## src/rtl/operand_seg_encoder.sv

```systemverilog
// Two-operand binary to seven-segment encoder.
// Sequential double-dabble, one shift per clock, atomic output update.
module operand_seg_encoder #(
  parameter bit BLANK_LZ = 1'b1,
  parameter bit DASH_OVF = 1'b1
) (
  input  logic       clk,
  input  logic       reset,
  input  logic       load,
  input  logic [6:0] valA,
  input  logic [6:0] valB,
  output logic       busy,
  output logic       done,
  output logic [7:0] outA10,
  output logic [7:0] outA1,
  output logic [7:0] outB10,
  output logic [7:0] outB1
);

  typedef enum logic [1:0] {
    IDLE,
    CONV_A,
    CONV_B,
    UPDATE
  } state_t;

  state_t     state;
  logic [6:0] sh;
  logic [6:0] opb;
  logic       ovfa;
  logic       ovfb;
  logic [3:0] bt;
  logic [3:0] bo;
  logic [3:0] tensa;
  logic [3:0] onesa;
  logic [2:0] cnt;

  logic [3:0] adjt;
  logic [3:0] adjo;
  logic [3:0] nt;
  logic [3:0] no;

  function automatic logic [7:0] seg(input logic [3:0] d);
    logic [7:0] s;
    case (d)
      4'd0:    s = 8'hC0;
      4'd1:    s = 8'hF9;
      4'd2:    s = 8'hA4;
      4'd3:    s = 8'hB0;
      4'd4:    s = 8'h99;
      4'd5:    s = 8'h92;
      4'd6:    s = 8'h82;
      4'd7:    s = 8'hF8;
      4'd8:    s = 8'h80;
      4'd9:    s = 8'h90;
      default: s = 8'hFF;
    endcase
    return s;
  endfunction

  // tens nibble holds (value/10) mod 10; the hundreds bit is dropped
  function automatic logic [15:0] pair(
    input logic       ovf,
    input logic [3:0] t,
    input logic [3:0] o
  );
    logic [15:0] p;
    if (ovf && DASH_OVF)
      p = {8'hBF, 8'hBF};
    else if (!ovf && BLANK_LZ && t == 4'd0)
      p = {8'hFF, seg(o)};
    else
      p = {seg(t), seg(o)};
    return p;
  endfunction

  // one double-dabble step: add-3 correction then shift left
  always_comb begin
    adjt = (bt >= 4'd5) ? bt + 4'd3 : bt;
    adjo = (bo >= 4'd5) ? bo + 4'd3 : bo;
    nt   = {adjt[2:0], adjo[3]};
    no   = {adjo[2:0], sh[6]};
  end

  // control FSM, conversion datapath and registered outputs
  always_ff @(posedge clk or posedge reset) begin
    if (reset) begin
      state  <= IDLE;
      busy   <= 1'b0;
      done   <= 1'b0;
      sh     <= '0;
      opb    <= '0;
      ovfa   <= 1'b0;
      ovfb   <= 1'b0;
      bt     <= '0;
      bo     <= '0;
      tensa  <= '0;
      onesa  <= '0;
      cnt    <= '0;
      outA10 <= 8'hFF;
      outA1  <= 8'hFF;
      outB10 <= 8'hFF;
      outB1  <= 8'hFF;
    end else begin
      done <= 1'b0;
      unique case (state)
        IDLE: begin
          if (load) begin
            sh    <= valA;
            opb   <= valB;
            ovfa  <= valA > 7'd99;
            ovfb  <= valB > 7'd99;
            bt    <= '0;
            bo    <= '0;
            cnt   <= '0;
            busy  <= 1'b1;
            state <= CONV_A;
          end
        end
        CONV_A: begin
          if (cnt == 3'd6) begin
            tensa <= nt;
            onesa <= no;
            sh    <= opb;
            bt    <= '0;
            bo    <= '0;
            cnt   <= '0;
            state <= CONV_B;
          end else begin
            sh  <= {sh[5:0], 1'b0};
            bt  <= nt;
            bo  <= no;
            cnt <= cnt + 3'd1;
          end
        end
        CONV_B: begin
          sh  <= {sh[5:0], 1'b0};
          bt  <= nt;
          bo  <= no;
          cnt <= cnt + 3'd1;
          if (cnt == 3'd6) begin
            cnt   <= '0;
            state <= UPDATE;
          end
        end
        UPDATE: begin
          {outA10, outA1} <= pair(ovfa, tensa, onesa);
          {outB10, outB1} <= pair(ovfb, bt, bo);
          done  <= 1'b1;
          busy  <= 1'b0;
          state <= IDLE;
        end
      endcase
    end
  end

endmodule
```

## config.mk

```make
export PLATFORM = sky130hd
export DESIGN_NAME = operand_seg_encoder
export DESIGN_NICKNAME = d
export VERILOG_FILES = /design/src/rtl/operand_seg_encoder.sv
export SDC_FILE = /design/constraint.sdc
export NUM_CORES = 1
export LEC_CHECK = 0
export CAP_MARGIN = 20
export CORE_UTILIZATION = 25
export DETAILED_ROUTE_END_ITERATION = 7
export DONT_BUFFER_PORTS = 1
export HOLD_SLACK_MARGIN = 0.12
export PLACE_DENSITY = 0.37
export REMOVE_ABC_BUFFERS = 1
export SETUP_SLACK_MARGIN = 0.2
export SKIP_CTS_REPAIR_TIMING = 1
export SLEW_MARGIN = 25
export SYNTH_ARGS = -nofsm -noshare
export SYNTH_HDL_FRONTEND = slang
export SYNTH_SLANG_ARGS = --single-unit
```

## constraint.sdc

```tcl
create_clock -name clk -period 2.7 [get_ports clk]
set_clock_uncertainty 0.15 [all_clocks]
set_input_delay 0.675 -clock clk [delete_from_list [all_inputs] [get_ports clk]]
set_output_delay 0.675 -clock clk [all_outputs]
set_load 0.05 [all_outputs]
```

==> impl_metrics.sql, run 1 <==
INSERT INTO impl_metrics (metric_group, metric, value, unit) VALUES
('route', 'route.antenna.remaining_nets', '0', ''),
('die', 'io_pins', '51', ''),
('synth', 'yosys_register_bits', '67', ''),
('run_status', 'status', 'finished, final reports clean', ''),
('place', 'post-dp-hpwl', '6169', 'um'),
('global_route', 'grt_first_pass_wirelength', '14190', 'um'),
('timing', 'slew_viol_final', '0', ''),
('place', 'worst_setup_slack_post_dpl', '0.6328', 'ns'),
('worst_setup_path', 'critPathKind', 'flip-flop to flip-flop', ''),
('place', 'globalplace.congestion', '0.7643', ''),
('global_route', 'maximum_number_of_pins_on_one_net_before_global_route_repair', '68', ''),
('route', 'initial_drt_markers', '105', ''),
('worst_setup_path', 'critPathCaptureType', 'flip-flop', ''),
('timing', 'layout_setup_ws', '0.6194', 'ns'),
('power_and_ir_drop', 'power_leakage', '1.659', 'nW'),
('flow_run', 'cap_viol_max_count', '0', ''),
('place', 'io_buffer_count', '0', ''),
('worst_setup_path', 'worst_ep_required_time', '2.81', 'ns'),
('clock_tree', 'clock_latency', '0.34', 'ns'),
('final_layout', 'final_stage_net_count', '408', ''),
('power_and_ir_drop', 'seq_power_share', '46.0', '%'),
('timing', 'fin_crit_period', '2.081', 'ns'),
('clock_tree', 'clk_pin_slew_worst_paths', '0.05', 'ns'),
('die', 'core_area', '14480', 'um2'),
('final_layout', 'layout-drive-gt1-share', '17.47', '%'),
('synth', 'synth_cells', '375', ''),
('route', 'wl_per_cell', '15.81', 'um'),
('timing', 'timing_hold_violations_final', '0', ''),
('synth', 'synth_cell_type_count', '52', ''),
('power_and_ir_drop', 'power-per-cell-area', '1334', 'nW/um2'),
('final_layout', 'final_area', '4086', 'um2'),
('timing', 'timing.max_slew.rel_slack', '55.59', '%'),
('die', 'die_height', '123.5', 'um'),
('timing', 'worst_pin_slew', '0.6662', 'ns'),
('die', 'dieArea', '15240', 'um2'),
('final_layout', 'commonest_non_fill_non_tap_cell_in_the_layout', 'sky130_fd_sc_hd__dfrtp_1', ''),
('worst_setup_path', 'cp-start-kind', 'flip-flop', ''),
('global_route', 'grtUsageTotal', '12.62', '%'),
('clock_tree', 'clock_tree.root_cell', 'sky130_fd_sc_hd__clkbuf_16', ''),
('die', 'floorplan.die.width', '123.5', 'um'),
('global_route', 'first_global_vias', '2764', ''),
('synth', 'most_used_dff_post_synth', 'sky130_fd_sc_hd__dfrtp_1', ''),
('worst_setup_path', 'reg2reg_depth', '5', ''),
('clock_tree', 'clkSinkCount', '67', ''),
('global_route', 'overflow', '0', ''),
('worst_setup_path', 'ff2ff_setup_slack', '0.62', 'ns'),
('route', 'drc', '0', ''),
('worst_setup_path', 'r2r_start', 'state[1]', ''),
('synth', 'synth_edf_count', '0', ''),
('die', 'rows', '44', ''),
('timing', 'setup-violations-final', '0', ''),
('power_and_ir_drop', 'power_frac_clock', '19.8', '%'),
('clock_tree', 'h-tree-depth', '3', ''),
('min_path', 'worst_hold_path_type', 'primary input to async pin', ''),
('power_and_ir_drop', 'power.switching_fraction', '45.32', '%'),
('synth', 'synth.cell_area', '3689', 'um2'),
('final_layout', 'flow.area_growth_from_synthesis', '10.79', '%'),
('worst_setup_path', 'timing.critical_path.fanout_max', '21', ''),
('route', 'detailedRoute.firstPassIterationCount', '4', ''),
('final_layout', 'antenna_cells', '0', ''),
('timing', 'final_period_util', '77.06', '%'),
('clock_tree', 'cts_buffer_depth', '2', ''),
('timing', 'grt_setup_unrepaired', 'no', ''),
('clock_tree', 'tritoncts_clock_tree', 'done', ''),
('power_and_ir_drop', 'max-vdd-ir-drop', '0.0004418', 'V'),
('power_and_ir_drop', 'comb_power_share', '34.2', '%'),
('timing', 'hold-worst-slack', '0.1491', 'ns'),
('final_layout', 'most-common-layout-cells', 'sky130_fd_sc_hd__dfrtp_1, sky130_fd_sc_hd__nor2_1, sky130_fd_sc_hd__nand2_1', ''),
('synth', 'seq_area_frac_synth', '46.40', '%'),
('power_and_ir_drop', 'switchingPower', '2.470', 'mW'),
('synth', 'proportion_of_register_bits_with_asynchronous_set_or_reset_after_synthesis', '100.0', '%');
flip-flops by register name, indices dropped and copies added (netlist names):
name,flops
ovfb,1
onesa,4
outB10,7
outB1,7
state,2
outA10,7
cnt,3
sh,7
outA1,7
done,1
ovfa,1
bt,4
opb,7
tensa,4
bo,4
busy,1
metrics by stage:
stage | total power [mW] | utilization, % | cells
floorplan | 3.893 | - | 354
global placement | 4.406 | 26.39 | 540
detailed placement | 4.425 | 26.39 | 540
CTS | 5.548 | 28.22 | 556
global route | 5.867 | 28.22 | 556
finish | 5.450 | 28.22 | 556
kinds of logic (layout without fill, tap and decap cells):
group                      after synthesis  in the layout  share of synthesized area, %
muxes                                   15             15                         4.478
and+or+nand+nor                        116            116                         15.67
DFF                                     67             67                         46.40
buffers and inverters                   44             38                         5.733
adders and majority gates               24             24                         8.141
other                                    1              4                        0.1017
xor gates and xnor gates                 2              2                        0.4750
AOI/OAI and AO/OA                      106            106                         19.00
critical path, cell delays in order (launching register included):
cell and delay, ns:
sky130_fd_sc_hd__dfrtp_1 0.39, sky130_fd_sc_hd__inv_1 0.08, sky130_fd_sc_hd__ha_1 0.72, sky130_fd_sc_hd__nor3b_4 0.37
sky130_fd_sc_hd__nand2_4 0.11, sky130_fd_sc_hd__o211ai_2 0.18
synthesized netlist by cell type, types with 2 or more instances:
cell / number / area (um2)
sky130_fd_sc_hd__nor2b_1: 3 / 18.77
sky130_fd_sc_hd__buf_1: 2 / 7.510
sky130_fd_sc_hd__nor3_1: 4 / 20.02
sky130_fd_sc_hd__a21oi_1: 27 / 135.1
sky130_fd_sc_hd__a22o_1: 5 / 43.79
sky130_fd_sc_hd__mux2_2: 12 / 135.1
sky130_fd_sc_hd__o22a_1: 16 / 140.1
sky130_fd_sc_hd__ha_1: 24 / 300.3
sky130_fd_sc_hd__dfstp_2: 28 / 735.7
sky130_fd_sc_hd__xnor2_1: 2 / 17.52
sky130_fd_sc_hd__buf_2: 11 / 55.05
sky130_fd_sc_hd__nor2_1: 37 / 138.9
sky130_fd_sc_hd__nand3_1: 9 / 45.04
sky130_fd_sc_hd__a211oi_1: 7 / 52.55
sky130_fd_sc_hd__nand4_1: 3 / 18.77
sky130_fd_sc_hd__mux2i_1: 3 / 30.03
sky130_fd_sc_hd__and2_1: 2 / 12.51
sky130_fd_sc_hd__o21ai_0: 23 / 115.1
sky130_fd_sc_hd__nand2_1: 33 / 123.9
sky130_fd_sc_hd__and2b_1: 2 / 15.01
sky130_fd_sc_hd__a31oi_1: 3 / 18.77
sky130_fd_sc_hd__buf_4: 4 / 30.03
sky130_fd_sc_hd__o311ai_0: 2 / 17.52
sky130_fd_sc_hd__inv_1: 20 / 75.07
sky130_fd_sc_hd__nor3b_1: 5 / 37.54
sky130_fd_sc_hd__dfrtp_1: 39 / 975.9
sky130_fd_sc_hd__nand2b_1: 9 / 56.30
sky130_fd_sc_hd__clkbuf_1: 5 / 18.77
sky130_fd_sc_hd__a41oi_1: 3 / 26.28
sky130_fd_sc_hd__o22ai_1: 10 / 62.56
power by group through the flow:
stage	logic, mW	clock network, mW	registers [mW]
floorplan	1.48	0	2.41
detailed placement	1.89	0	2.53
global placement	1.88	0	2.53
CTS	1.91	1.12	2.52
finish	1.86	1.08	2.51
global route	2.11	1.17	2.59
per-layer routing:
metal	GRT usage (%)	share of wire, %	vias up	routed length, um
met5	0	0	-	0
met4	4.367	1.3	0	116
met3	5.397	5.6	11	493
met2	20.43	47	44	4152
met1	14.87	46	1304	4030
li1	-	-	1309	-
cell type report:
type	count	area [um2]
tap	184	230.2
fill	1543	10390
inverter	20	75.07
clock buffer	13	250.2
timing repair buffer	2	27.53
sequential	67	1712
clock inverter	3	15.01
multi-input combinational	267	1777
worst max path at each step:
stage / start / to / slack (ns) / depth (start not counted)
final: state[1] / bt[3] / 0.62 / 5
after global routing: state[1] / outB1[2] / 0.49 / 5
after CTS: state[1] / bt[3] / 0.61 / 5
after detailed placement: state[1] / bt[3] / 0.63 / 5
after global placement: state[0] / bt[3] / 0.67 / 5
after floorplan: reset / bo[0] / 0.24 / 1
Note: power is estimated with default switching activity, not from simulation.
==> inputs of run 2 (changes only) <==
==> constraint.sdc (replaced) <==
create_clock -name clk -period 2 [get_ports clk]
set_clock_uncertainty 0.15 [all_clocks]
set_input_delay 0.5 -clock clk [delete_from_list [all_inputs] [get_ports clk]]
set_output_delay 0.5 -clock clk [all_outputs]
set_load 0.05 [all_outputs]
==> impl_metrics.sql, run 2 (synthesized netlist as in run 1, its figures left out) <==
INSERT INTO impl_metrics (metric_group, metric, value, unit) VALUES
('route', 'routed_wl', '9130', 'um'),
('run_status', 'status', 'finished, final reports clean', ''),
('timing', 'fin_crit_period', '1.738', 'ns'),
('route', 'wl_per_cell', '15.71', 'um'),
('global_route', 'grtUsageTotal', '13.02', '%'),
('timing', 'final_period_util', '86.89', '%'),
('clock_tree', 'clock_tree.root_cell', 'sky130_fd_sc_hd__clkbuf_16', ''),
('die', 'die_height', '123.5', 'um'),
('clock_tree', 'numCtsBuffers', '9', ''),
('power_and_ir_drop', 'power-per-cell-area', '1794', 'nW/um2'),
('worst_setup_path', 'path_cells', 'inv_2 -> ha_1 -> nand2b_4 -> a21oi_2 -> mux2_2 -> o21ai_0', ''),
('clock_tree', 'tritoncts_clock_tree', 'done', ''),
('worst_setup_path', 'cp-start-kind', 'flip-flop', ''),
('route', 'detailedRoute.firstPassIterationCount', '4', ''),
('flow_run', 'cap_viol_max_count', '0', ''),
('timing', 'timing.max_slew.rel_slack', '65.59', '%'),
('timing', 'timing_hold_violations_final', '0', ''),
('worst_setup_path', 'worst_ep_required_time', '2.11', 'ns'),
('final_layout', 'antenna_cells', '0', ''),
('final_layout', 'final_stage_net_count', '433', ''),
('place', 'placed_cell_area', '3981', 'um2'),
('die', 'core_area', '14480', 'um2'),
('clock_tree', 'h-tree-depth', '3', ''),
('route', 'initial_drt_markers', '175', ''),
('final_layout', 'n_fill_cell', '1527', ''),
('power_and_ir_drop', 'totalPowerFinal', '7.908', 'mW'),
('timing', 'grt_setup_unrepaired', 'yes', ''),
('final_layout', 'final_area', '4409', 'um2'),
('place', 'post-dp-hpwl', '6445', 'um'),
('clock_tree', 'cts_buffer_depth', '2', ''),
('die', 'rows', '44', ''),
('worst_setup_path', 'r2r_start', 'bt[1]', ''),
('worst_setup_path', 'critPathKind', 'flip-flop to flip-flop', ''),
('clock_tree', 'clock_latency', '0.34', 'ns'),
('final_layout', 'most-common-layout-cells', 'sky130_fd_sc_hd__dfrtp_1, sky130_fd_sc_hd__nor2_1, sky130_fd_sc_hd__nand2_1', ''),
('global_route', 'number_of_antenna_violations_at_the_first_check_in_global_routing', '0', ''),
('min_path', 'worst_hold_path_type', 'primary input to async pin', ''),
('worst_setup_path', 'ff2ff_setup_slack', '0.26', 'ns'),
('die', 'floorplan.die.width', '123.5', 'um'),
('die', 'dieArea', '15240', 'um2'),
('worst_setup_path', 'timing.critical_path.fanout_max', '5', ''),
('worst_setup_path', 'reg2reg_depth', '6', ''),
('global_route', 'overflow', '0', ''),
('timing', 'slew_viol_final', '0', ''),
('timing', 'setup-violations-final', '0', ''),
('route', 'routed_via_density', '4.706', ''),
('place', 'io_buffer_count', '0', ''),
('timing', 'worst_pin_slew', '0.5162', 'ns'),
('timing', 'max_clock_freq', '575.4', 'MHz'),
('route', 'route.antenna.remaining_nets', '0', ''),
('worst_setup_path', 'critPathCaptureType', 'flip-flop', ''),
('worst_setup_path', 'reg2reg_to', 'tensa[2]', ''),
('die', 'io_pins', '51', ''),
('worst_setup_path', 'cp_max_delay_cell', 'sky130_fd_sc_hd__dfrtp_1', ''),
('die', 'initial_cell_density_of_the_core', '25.48', '%'),
('power_and_ir_drop', 'max-vdd-ir-drop', '0.0006362', 'V'),
('global_route', 'maximum_number_of_pins_on_one_net_before_global_route_repair', '55', ''),
('clock_tree', 'clk_pin_slew_worst_paths', '0.06', 'ns'),
('route', 'drc', '0', ''),
('final_layout', 'layout-drive-gt1-share', '27.20', '%'),
('worst_setup_path', 'critical-path-max-stage-delay', '0.40', 'ns'),
('global_route', 'first_global_vias', '2803', ''),
('global_route', 'grt_first_pass_wirelength', '14630', 'um'),
('power_and_ir_drop', 'power_leakage', '1.802', 'nW'),
('clock_tree', 'clkSinkCount', '67', ''),
('worst_setup_path', 'critPathArrivalTime', '1.85', 'ns'),
('final_layout', 'commonest_non_fill_non_tap_cell_in_the_layout', 'sky130_fd_sc_hd__dfrtp_1', ''),
('place', 'globalplace.congestion', '0.7803', ''),
('route', 'dr_total_vias', '2734', ''),
('final_layout', 'flow.area_growth_from_synthesis', '19.54', '%');
run 2: cell types whose count changed in the layout (fill, tap and decap cells not counted), sizes merged:
cell / before / now
clkinvlp: 0 / 1
clkinv: 3 / 0
buf: 2 / 27
clkbuf: 13 / 15
run 2: area by class of cell:
class                           instances  area, um2  share of cell area, %
Timing Repair Buffer                   27      240.2                  5.448
Sequential cell                        67       1713                  38.85
Clock inverter                          1      7.507                 0.1703
Inverter                               20      75.07                  1.703
Clock buffer                           15      277.8                  6.300
Tap cell                              184      230.2                  5.221
Multi-Input combinational cell        267       1866                  42.31
run 2: worst max-delay path by stage:
stage | from | endpoint | depth (start not counted)
3_3_place_gp | bo[0] | onesa[2] | 6
4_1_cts | bo[0] | onesa[2] | 6
3_5_place_dp | bo[0] | onesa[2] | 6
5_1_grt | state[0] | bt[2] | 6
6_report | bt[1] | tensa[2] | 6
2_1_floorplan | reset | bo[0] | 1
run 2: power breakdown:
group	switching, mW	internal [mW]	leakage (nW)
clock network	0.586	0.942	0.136
registers	1.31	2.08	0.783
logic	1.54	1.45	0.882
total	3.44	4.47	1.80
run 2: layer usage:
metal | track usage [%] | routed length [um]
met5 | 0 | 0
met4 | 5.648 | 166
met3 | 4.428 | 428
met2 | 20.15 | 4313
met1 | 16.39 | 4221
run 2: worst max-delay path: cells and delay by family (launching register included):
| kind | cells | cell delay, ns |
|---|---|---|
| flip-flops | 1 | 0.40 |
| multiplexers | 1 | 0.36 |
| AO/OA/AOI/OAI | 2 | 0.29 |
| adder cells (fa/ha/maj) | 1 | 0.22 |
| AND/OR/NAND/NOR | 1 | 0.16 |
| buffers and inverters | 1 | 0.08 |
run 2: metrics by stage:
| stage | utilization (%) | hold slack, ns | instances | setup WS, ns | TNS, ns |
|---|---|---|---|---|---|
| 2_1_floorplan | - | 0.2997 | 354 | -0.2868 | -11.63 |
| 3_3_place_gp | 27.50 | 0.3166 | 558 | 0.1406 | 0 |
| 3_5_place_dp | 27.50 | 0.3240 | 558 | 0.05721 | 0 |
| 4_1_cts | 29.47 | 0.1229 | 574 | 0.07433 | 0 |
| 5_1_grt | 30.45 | 0.1375 | 581 | 0.1792 | 0 |
| 6_report | 30.45 | 0.1068 | 581 | 0.2621 | 0 |
==> variant, RTL diff (settings of run 1) <==
The 4 states of `state_t` get a one-hot encoding in 4 bits.
--- a/src/rtl/operand_seg_encoder.sv
+++ b/src/rtl/operand_seg_encoder.sv
@@ -18,9 +18,9 @@
 );
 
-  typedef enum logic [1:0] {
-    IDLE,
-    CONV_A,
-    CONV_B,
-    UPDATE
+  typedef enum logic [3:0] {
+    IDLE   = 4'b0001,
+    CONV_A = 4'b0010,
+    CONV_B = 4'b0100,
+    UPDATE = 4'b1000
   } state_t;
 
Check against the original RTL: same outputs for any inputs over 10 cycles, from zero or initial values and one cycle with reset high; not proved beyond that.
==> variant against run 1 <==
Sequential cell count increased by 2; power decreased by 22%; setup slack got worse by 81 ps; die area about the same; final area increased by 1.4%; sequential share of layout area increased by 0.67 points; wire length decreased by 3.7%; critical path depth unchanged; synthesized area about the same; worst hold slack improved by 180 ps; highest routed layer unchanged.
==> variant: results (changes against run 1) <==
| Metric | Value |
|---|---|
| Post-Route WL | 8460 microns (was 8790 microns) |
| Seq/Total Area, Yosys | 0.478 (was 0.464) |
| Antenna cells | 0 (unchanged) |
| Initial antenna violation count | 0 (unchanged) |
| Worst R2R End | outA10[2] (was bt[3]) |
| Setup Slack @ Placement | 513 ps (was 633 ps) |
| Delay-heaviest family, CP | simple AND/OR/NAND/NOR gates (was adder cells) |
| Post-synth cell types | 50 (was 52) |
| Top_reg_cell synth | dfrtp_1 (unchanged) |
| Clock Path Buffers | 2 (unchanged) |
| Gr usage total | 0.125 (was 0.126) |
| Leak | 1.77 nW (was 1.66 nW) |
| CTS buffer count | 9 (unchanged) |
| Int Pwr | 2.63 mW (was 2.98 mW) |
| Met2 Resource Use GR | 0.200 (was 0.204) |
| Worst hold path class | in -> reg (was in -> async) |
| Fraction of registers with async set/reset | 1.00 (unchanged) |
| Clock transition at path regs | 50 ps (about the same) |
| Status | finished, final reports clean (unchanged) |
| CP arrival | 2270 ps (was 2200 ps) |
| Synth area leaders | dfrtp_1 (27%), dfstp_2 (21%), ha_1 (6.8%) (was dfrtp_1 (26%), dfstp_2 (20%), ha_1 (8.1%)) |
| Layout cells sized above 1 | 0.179 (was 0.175) |
| Power in sequential cells | 1.59 mW (was 2.51 mW) |
| Worst slew pin tran | 663 ps (was 666 ps) |
| GR Layer Usage met1 | 0.149 (about the same) |
| Metal1 wirelength | 3980 microns (was 4030 microns) |
| Met2 wire length | 3900 microns (was 4150 microns) |
| Final GP Congestion | 0.812 (was 0.764) |
| Layout Nets | 406 (was 408) |
| Vias in the first global route | 2,705 (was 2,764) |
| Most frequent cells after synthesis | nor2_1 (42), dfrtp_1 (40), a21oi_1 (32), nand2_1 (32), dfstp_2 (29) (was dfrtp_1 (39), nor2_1 (37), nand2_1 (33)) |
| Highest metal used | met4 (unchanged) |
| Max incr delay on CP | 690 ps (was 720 ps) |
| Initial DRC Count | 95 (was 105) |
| Hold Path End | state[0] |
| R2r worst-path depth | 5 (unchanged) |
| Fillers | 1,549 (was 1,543) |
| Combinational Power Share | 0.347 (was 0.342) |
| Setup CP Type | reg -> reg (unchanged) |
| First-pass GRT wire length | 14,100 microns (was 14,200 microns) |
| Flop2flop setup slack | 540 ps (was 620 ps) |
| Wire length on met3 | 481 microns (was 493 microns) |
| Critical path peak fanout | 23 (was 21) |
| Via count | 2,565 (was 2,668) |
| Yosys warnings | 0 (unchanged) |
| Worst vdd ir | 0.000385 V (was 0.000442 V) |
| Maximum number of pins on one net before global-route repair | 53 (was 68) |
| Dpl hpwl | 6010 microns (was 6170 microns) |
| Worst path slowest cell | or4b_4 (was ha_1) |
| Met3 Usage GRT | 0.0549 (was 0.0540) |
==> variant: worst max path at each step <==
stage | to | slack [ps] | depth (start not counted)
global placement | outB1[2] | 560 | 5
finish | outA10[2] | 540 | 5
floorplan | bo[0] | 180 | 1
detailed placement | outA10[1] | 510 | 5
CTS | outA10[1] | 510 | 5
global route | outA10[5] | 390 | 5
==> variant: area by class of cell <==
type | instances | area, sq um | area share
Clock buffer | 12 | 246 | 0.0595
Inverter | 20 | 75.1 | 0.0181
Sequential cell | 69 | 1760 | 0.426
Tap cell | 184 | 230 | 0.0556
Clock inverter | 4 | 47.5 | 0.0115
Timing Repair Buffer | 4 | 45.0 | 0.0109
Multi-Input combinational cell | 265 | 1740 | 0.419
==> variant: cell families (layout without fill, tap and decap cells) <==
kind of cell / Yosys count / in the layout / share of synthesized area
compound gates: 110 / 110 / 0.184
simple gates: 105 / 105 / 0.140
flops: 69 / 69 / 0.478
buf+inv: 43 / 40 / 0.0540
mux: 23 / 23 / 0.0672
fa+ha+maj: 20 / 20 / 0.0679
xor+xnor: 3 / 3 / 0.00713
other cells: 1 / 4 / 0.00102
==> variant: metrics by stage <==
step | total power, mW | util | cells | cell area, sq um | hold slack, ps
final | 4.23 | 0.286 | 558 | 4140 | 329
after global routing | 4.62 | 0.286 | 558 | 4140 | 314
after CTS | 4.31 | 0.285 | 557 | 4130 | 73.5
after detailed placement | 3.08 | 0.265 | 541 | 3840 | 344
after global placement | 3.10 | 0.265 | 541 | 3840 | 347
after floorplan | 2.67 | - | 354 | 3570 | 311
==> variant: worst register-to-register path, stage by stage (launching register included) <==
cell     delay [ps]
dfrtp_1         480
or4b_4          690
inv_2           240
buf_4           320
nor2_1           70
a31oi_1         140
